File: src/rtl/gene_net_pkg.sv
// Shared definitions for the Boolean gene-network stepper family:
// gene count, termination status codes and controller states.
package gene_net_pkg;

   localparam int N_GENES = 8;

   localparam logic [1:0] ST_NONE    = 2'b00;
   localparam logic [1:0] ST_FIXED   = 2'b01;
   localparam logic [1:0] ST_CYCLE   = 2'b10;
   localparam logic [1:0] ST_TIMEOUT = 2'b11;

   typedef enum logic [1:0] {
      IDLE = 2'b00,
      RUN  = 2'b01,
      DONE = 2'b10
   } state_e;

endpackage

File: src/rtl/gene_net_rule.sv
// Combinational network rule: a gene turns on when any of its activators
// is on and none of its repressors is on.
module gene_net_rule
   import gene_net_pkg::*;
(
   input  logic [N_GENES-1:0]         x_i,
   input  logic [N_GENES*N_GENES-1:0] act_mat_i,
   input  logic [N_GENES*N_GENES-1:0] rep_mat_i,
   output logic [N_GENES-1:0]         nxt_o
);

   for (genvar g = 0; g < N_GENES; g++) begin : g_gene
      assign nxt_o[g] = (|(x_i & act_mat_i[g*N_GENES +: N_GENES])) &
                        ~(|(x_i & rep_mat_i[g*N_GENES +: N_GENES]));
   end

endmodule

File: src/rtl/gene_net_step.sv
// Gene-network stepper: loads an initial state, advances one step per clock
// and stops on a fixed point, a detector-reported cycle, or the step limit.
module gene_net_step
   import gene_net_pkg::*;
#(
   parameter int MAX_STEPS = 255,
   localparam int SW = $clog2(MAX_STEPS + 1)
)(
   input  logic                         clk,
   input  logic                         rst_n,
   input  logic                         start,
   input  logic [N_GENES-1:0]           init_val,
   input  logic [N_GENES*N_GENES-1:0]   act_mat,
   input  logic [N_GENES*N_GENES-1:0]   rep_mat,
   input  logic                         cyc_flag,
   output logic [N_GENES-1:0]           x,
   output logic                         init_val_chk,
   output logic                         busy,
   output logic                         done,
   output logic [1:0]                   status,
   output logic [SW-1:0]                steps
);

   state_e               state_q, state_d;
   logic [N_GENES-1:0]   x_q, x_d;
   logic                 chk_q, chk_d;
   logic                 busy_q, busy_d;
   logic                 done_q, done_d;
   logic [1:0]           status_q, status_d;
   logic [SW-1:0]        steps_q, steps_d;
   logic [N_GENES-1:0]   nxt_s;
   logic                 flag_live_s;
   logic                 at_limit_s;

   gene_net_rule u_rule (
      .x_i       (x_q),
      .act_mat_i (act_mat),
      .rep_mat_i (rep_mat),
      .nxt_o     (nxt_s)
   );

   // The detector's history is zero right after a start, so its flag is
   // only trusted once two steps have been taken.
   assign flag_live_s = cyc_flag & (32'(steps_q) >= 32'd2);
   assign at_limit_s  = (32'(steps_q) == 32'(MAX_STEPS));

   // Next-state and output decode; busy/done follow the next state so they are registered.
   always_comb begin
      state_d  = state_q;
      x_d      = x_q;
      chk_d    = chk_q;
      status_d = status_q;
      steps_d  = steps_q;
      case (state_q)
         IDLE, DONE: begin
            if (start) begin
               state_d  = RUN;
               x_d      = init_val;
               steps_d  = {SW{1'b0}};
               status_d = ST_NONE;
               chk_d    = ~chk_q;
            end else begin
               state_d  = state_q;
            end
         end
         RUN: begin
            if (nxt_s == x_q) begin
               state_d  = DONE;
               status_d = ST_FIXED;
            end else if (flag_live_s) begin
               state_d  = DONE;
               status_d = ST_CYCLE;
            end else if (at_limit_s) begin
               state_d  = DONE;
               status_d = ST_TIMEOUT;
            end else begin
               x_d      = nxt_s;
               steps_d  = steps_q + {{(SW-1){1'b0}}, 1'b1};
            end
         end
         default: begin
            state_d  = IDLE;
         end
      endcase
      busy_d = (state_d == RUN);
      done_d = (state_d == DONE);
   end

   // State and output registers with synchronous active-low reset.
   always_ff @(posedge clk) begin
      if (!rst_n) begin
         state_q  <= IDLE;
         x_q      <= {N_GENES{1'b0}};
         chk_q    <= 1'b0;
         busy_q   <= 1'b0;
         done_q   <= 1'b0;
         status_q <= ST_NONE;
         steps_q  <= {SW{1'b0}};
      end else begin
         state_q  <= state_d;
         x_q      <= x_d;
         chk_q    <= chk_d;
         busy_q   <= busy_d;
         done_q   <= done_d;
         status_q <= status_d;
         steps_q  <= steps_d;
      end
   end

   assign x            = x_q;
   assign init_val_chk = chk_q;
   assign busy         = busy_q;
   assign done         = done_q;
   assign status       = status_q;
   assign steps        = steps_q;

endmodule

File: config.mk
export PLATFORM = sky130hd
export DESIGN_NAME = gene_net_step
export DESIGN_NICKNAME = d
export VERILOG_FILES = /design/src/rtl/gene_net_pkg.sv /design/src/rtl/gene_net_rule.sv /design/src/rtl/gene_net_step.sv
export SDC_FILE = /design/constraint.sdc
export NUM_CORES = 1
export LEC_CHECK = 0
export ABC_AREA = 0
export CAP_MARGIN = 5
export CORE_ASPECT_RATIO = 1.75
export CORE_MARGIN = 5
export CORE_UTILIZATION = 25
export DETAILED_ROUTE_END_ITERATION = 8
export HOLD_SLACK_MARGIN = 0.1
export PLACE_DENSITY = 0.64
export SETUP_SLACK_MARGIN = 0.4
export SLEW_MARGIN = 20
export SYNTH_ARGS = -nofsm -noshare
export SYNTH_HDL_FRONTEND = slang
export SYNTH_SLANG_ARGS = --single-unit
export TNS_END_PERCENT = 50
File: constraint.sdc
create_clock -name clk -period 5.5 [get_ports clk]
set_input_delay 1.1 -clock clk [delete_from_list [all_inputs] [get_ports clk]]
set_output_delay 1.1 -clock clk [all_outputs]
set_load 0.005 [all_outputs]
# Yosys cells after proc, flatten, opt, wreduce, memory -nomap -nowiden

Index checks and enable logic that the tools add are counted.

Register bits: 23
Output and inout bits: 21
Logic and storage cells: 96

$add $sub $neg: 1
Order comparisons: 1
Equality and inequality tests: 11
Muxes and demuxes: 20
Bitwise gates (word level): 34
Reduce and logical (&&, ||, !) cells: 22

Operators with widths:

| cell                | number |
|---|---|
| $and 8x8->8         | 16 |
| $reduce_or 8->1     | 16 |
| $mux 8              | 8 |
| $pmux 8 s2          | 2 |
| $mux 2              | 8 |
| $and 1x1->1         | 9 |
| $not 1->1           | 9 |
| $add 8x1->8 const B | 1 |
| $eq 8x8->1          | 1 |
| $eq 8x8->1 const B  | 1 |
| $ge 8x2->1 const B  | 1 |
| $ne 2x2->1 const B  | 4 |
| $pmux 2 s2          | 2 |
| $reduce_and 5->1    | 1 |
| $eq 2x1->1 const B  | 2 |
| $eq 2x2->1 const B  | 2 |
| $ne 4x4->1 const B  | 1 |
| $reduce_and 3->1    | 1 |
| $logic_not 2->1     | 1 |
| $reduce_and 2->1    | 1 |
| $reduce_bool 2->1   | 1 |
| $reduce_or 2->1     | 1 |

# Depth between registers and ports, before layout

Word-level depth: 8
Mapped depth: 11
Mapped depth without buffers: 9

# Cells and area by module

From an unflattened synthesis, not the netlist that was laid out.

Cell total of the unflattened synthesis: 262
Area, all modules: 2,082.0 µm²

Modules (own cells, without submodules):

| module        | instances | cells each | area an instance (µm²) | sequential area each (µm²) |
|---|---|---|---|---|
| gene_net_step | 1         | 166        | 1,315.0                | 460.4 |
| gene_net_rule | 1         | 96         | 767.0                  | 0.0 |

# Least setup slack after synthesis

No wires, ideal clock.

Path kind: in2reg
Start point: in act_mat[2]
End point: reg x_q[0] (netlist: x[0])
Setup time: 0.116 ns
Data arrival time: 2.621 ns
Data required time: 5.384 ns
Path slack: 2.763 ns
Stages: 8
Buffers on the path: 1
Path through: a22oi_1 and4_1 nor3_1 nand4b_1 nor4_4 o21ai_2 buf_2 o211a_1

Word-level cells in the longest chain between the ends: 7
Elaborated cells between the ends (all ways): 10
Those cells by class: 2 x eq/ne; 4 x mux; 2 x bitwise; 2 x reduce/logical

RTL lines:

| item                                               | RTL line            | text |
|---|---|---|
| start, declared                                    | gene_net_step.sv:13 | `input logic [N_GENES*N_GENES-1:0] act_mat,` |
| $and 8x8->8 (*)                                    | gene_net_rule.sv:13 | `assign nxt_o[g] = (\|(x_i & act_mat_i[g*N_GENES +: N_GENES])) &` |
| $reduce_or 8->1 (*)                                | gene_net_rule.sv:13 |  |
| $and 1x1->1 (*)                                    | gene_net_rule.sv:13 |  |
| branches (longest 4 deep; another with $eq 8x8->1) | --                  |  |
| end signal, assigned                               | gene_net_step.sv:93 | `x_q <= {N_GENES{1'b0}};` |
| end, declared                                      | gene_net_step.sv:25 | `logic [N_GENES-1:0] x_q, x_d;` |

Mark *: on every way between the ends. The select of a mux whose other input is x is not followed.
A chain may end at the register's enable or synchronous reset.

# Worst setup path after layout

Start point: in act_mat[26]
End point: reg x_q[0] (netlist: x[0])

Word-level cells in the longest chain between the ends: 6

RTL lines:

| item                       | RTL line            | text |
|---|---|---|
| $and 8x8->8                | gene_net_rule.sv:13 |  |
| $reduce_or 8->1            | gene_net_rule.sv:13 |  |
| $and 1x1->1                | gene_net_rule.sv:13 |  |
| $eq 8x8->1                 | gene_net_step.sv:67 | `if (nxt_s == x_q) begin` |
| $ne 2x2->1 (no line)       | --                  |  |
| $reduce_and 5->1 (no line) | --                  |  |

Every way passes these cells.

==> results.cfg <==
[clock_tree]
clkSinkCount = 23
cts.clk_slew.worst_paths_ps = 60
cts_resized = 0
ctsHoldBuffers = 0
clk_latency_ps = 260
postCtsSetupBuffers = 0
clock_path_buffers = 2
cts_buffers = 3
cts_tree = yes
clk_root_buffer_cell = clkbuf_16
htreeDepth = 1

[synth]
synthTopCellsByCount = 64 x a22oi_1, 23 x dfxtp_1, 23 x nand2_1, 9 x buf_6, 9 x o21ai_0
synthCells = 237
synth_nets = 379
yosysTopAreaCell = a22oi_1
synth.top_cell.area_share_pct = 24.6
synth_warnings = 0
postSynthAreaPerCell_um2 = 8.26
ys_seq_elements = 23
synth_enable_flop_cells = 0
synth_most_common_cell = a22oi_1
synth.cell_area_mm2 = 0.00196
async_flop_share_pct = 0
yosysUniqueCellTypes = 42
synth-seq-area-share_pct = 23.5
synthTopCellsByArea = a22oi_1 25%, dfxtp_1 24%, buf_6 5.2%
synthFlopType = dfxtp_1

[worst_setup_path]
path_class = in -> reg
start_kind = input port
reg2reg_from = x[0]
timing.rr.end = x[0]
critPathArrivalTime_ps = 3790
max_stage_delay_ps = 770
crit_chain = clkdlybuf4s50_1 -> a22oi_1 -> and4_1 -> or3_1 -> nand4b_1 -> nor4_4 -> o21ai_2 -> o311ai_0 -> o211a_1
rrSetupSlack_ps = 2180
worstPathRequired_ps = 5650
cp_slowest_cell = o21ai_2
ff2ff_path_depth = 8
cp-startpoint = act_mat[26]
crit_path_end_kind = register
path_max_fanout = 26

[route]
drt_wl_total_um = 8980
drt_iter0_markers = 129
via_count = 2547
drc = 0
via_per_inst = 5.48
dr.pass1.iters = 5
ant_nets = 0
wl_per_cell_um = 19.3

[layout]
stdcell_count = 465
final_layout_size_suffix_gt1_share_pct = 1.86
final_area_mm2 = 0.00357
syn2layout_area_growth_pct = 82.7
fillerInstances = 751
seq_area_um2 = 460
n_antenna_cell = 0
multi_input_area_mm2 = 0.00132
fin_nets = 520

[sta]
final_hold_viol_count = 0
fin_skew_ps = 4.87
tightestPinTransition_ps = 969
timing.slew.headroom_pct = 35.4
slew_viol_final = 0
hold_slack_ps = 535
period_share_pct = 66.1
max_clock_freq_ghz = 0.275
totalNegativeSetupSlack_ps = 0
period_minus_slack_ps = 3630
finalSetupViolations = 0
rsz0062_at_grt = false

[placed_design]
dpl.hpwl_um = 7060
postPlaceCellArea_mm2 = 0.00349
io_buffers = 160
place_congestion = 0.801
place_inst = 461

[pwr]
peakVddDrop_v = 0.000137
power_density_mw_per_mm2 = 214
p_leak_nw = 1.26

[grt]
grt-ovfl-total = 0
grt_pass1_wl_um = 13700
antenna_found_initial = 0
grt_usage_pct = 17.3
grt_max_degree = 27
grt_pass1_vias = 2750

[min_path]
worstHoldPathType = reg -> reg
hold_depth = 1
whs_endpoint = steps[7]
hold_start = steps[7]

[die]
core.rowCount = 42
start_util_pct = 25.7
dieHeight_um = 127
core_area_mm2 = 0.00762
io_pins = 161
dieArea_mm2 = 0.00977
fp.dieW_um = 76.9

[status]
status = complete, no violations

[flow_run]
drv_cap = 0
==> cells in the final DEF, fill, tap and decap left out, drive strengths merged, types with 3 or more instances in the layout <==
master,n
nand2,23
a22oi,64
dfxtp,23
clkbuf,3
and2,4
o311ai,8
nor4,3
o21ai,12
or3,5
nand4,8
a21boi,4
nand3,5
a21o,3
o211a,8
o32ai,3
nor3,4
nand4b,4
clkdlybuf4s50,160
and4,8
==> flip-flops by register name, summed over array words and instances (netlist names) <==
register	flops
x	8
init_val_chk	1
done	1
steps	8
state_q	2
busy	1
status	2
==> stage by stage <==
step                util, %  total power, mW  setup WS (ps)
global route           46.9            0.817           1620
finish                 46.9            0.767           1870
CTS                    46.9            0.773           1830
floorplan                 -            0.447           2760
detailed placement     45.9            0.613           1560
global placement       45.9            0.608           1600
==> kinds of logic after synthesis <==
kind of cell,synth area share (%)
AO/OA/AOI/OAI,42.6
AND/OR/NAND/NOR,22.3
buffers and inverters,9.27
flip-flops,23.5
adder cells (fa/ha/maj),1.28
XOR/XNOR,0.448
multiplexers,0.512
==> critical path: cells and delay by family <==
kind,cells,cell delay [ps]
buf+inv,1,450
compound gates,4,1350
simple gates,4,870
==> power breakdown <==
part	internal, mW	switching, mW	total, mW
Combinational	0.210	0.139	0.349
Sequential	0.183	0.0746	0.258
Clock	0.0979	0.0623	0.160
==> layout make-up <==
| type | count | share of cell area [%] |
|---|---|---|
| inverters | 2 | 0.210 |
| repair buffers | 160 | 44.8 |
| multi-input cells | 188 | 36.8 |
| clock buffers | 3 | 2.10 |
| clock inverters | 1 | 0.140 |
| well taps | 88 | 3.08 |
| flip-flops and latches | 23 | 12.9 |
==> worst max-delay path by stage <==
stage	end	slack, ps	cells after the start
final	x[0]	1870	9
after global routing	x[6]	1620	9
after CTS	x[5]	1830	9
after detailed placement	x[5]	1560	9
after global placement	x[5]	1600	9
after floorplan	x[0]	2760	8
==> routing by layer <==
| layer | track usage, % | vias up | wire [µm] |
|---|---|---|---|
| met4 | 5.56 | 0 | 225 |
| met2 | 35.3 | 95 | 5090 |
| li1 | - | 1252 | - |
| met5 | 0 | - | 0 |
| met1 | 17.4 | 1184 | 3180 |
| met3 | 2.39 | 16 | 482 |
No activity file was read; power rests on OpenSTA's default activity.
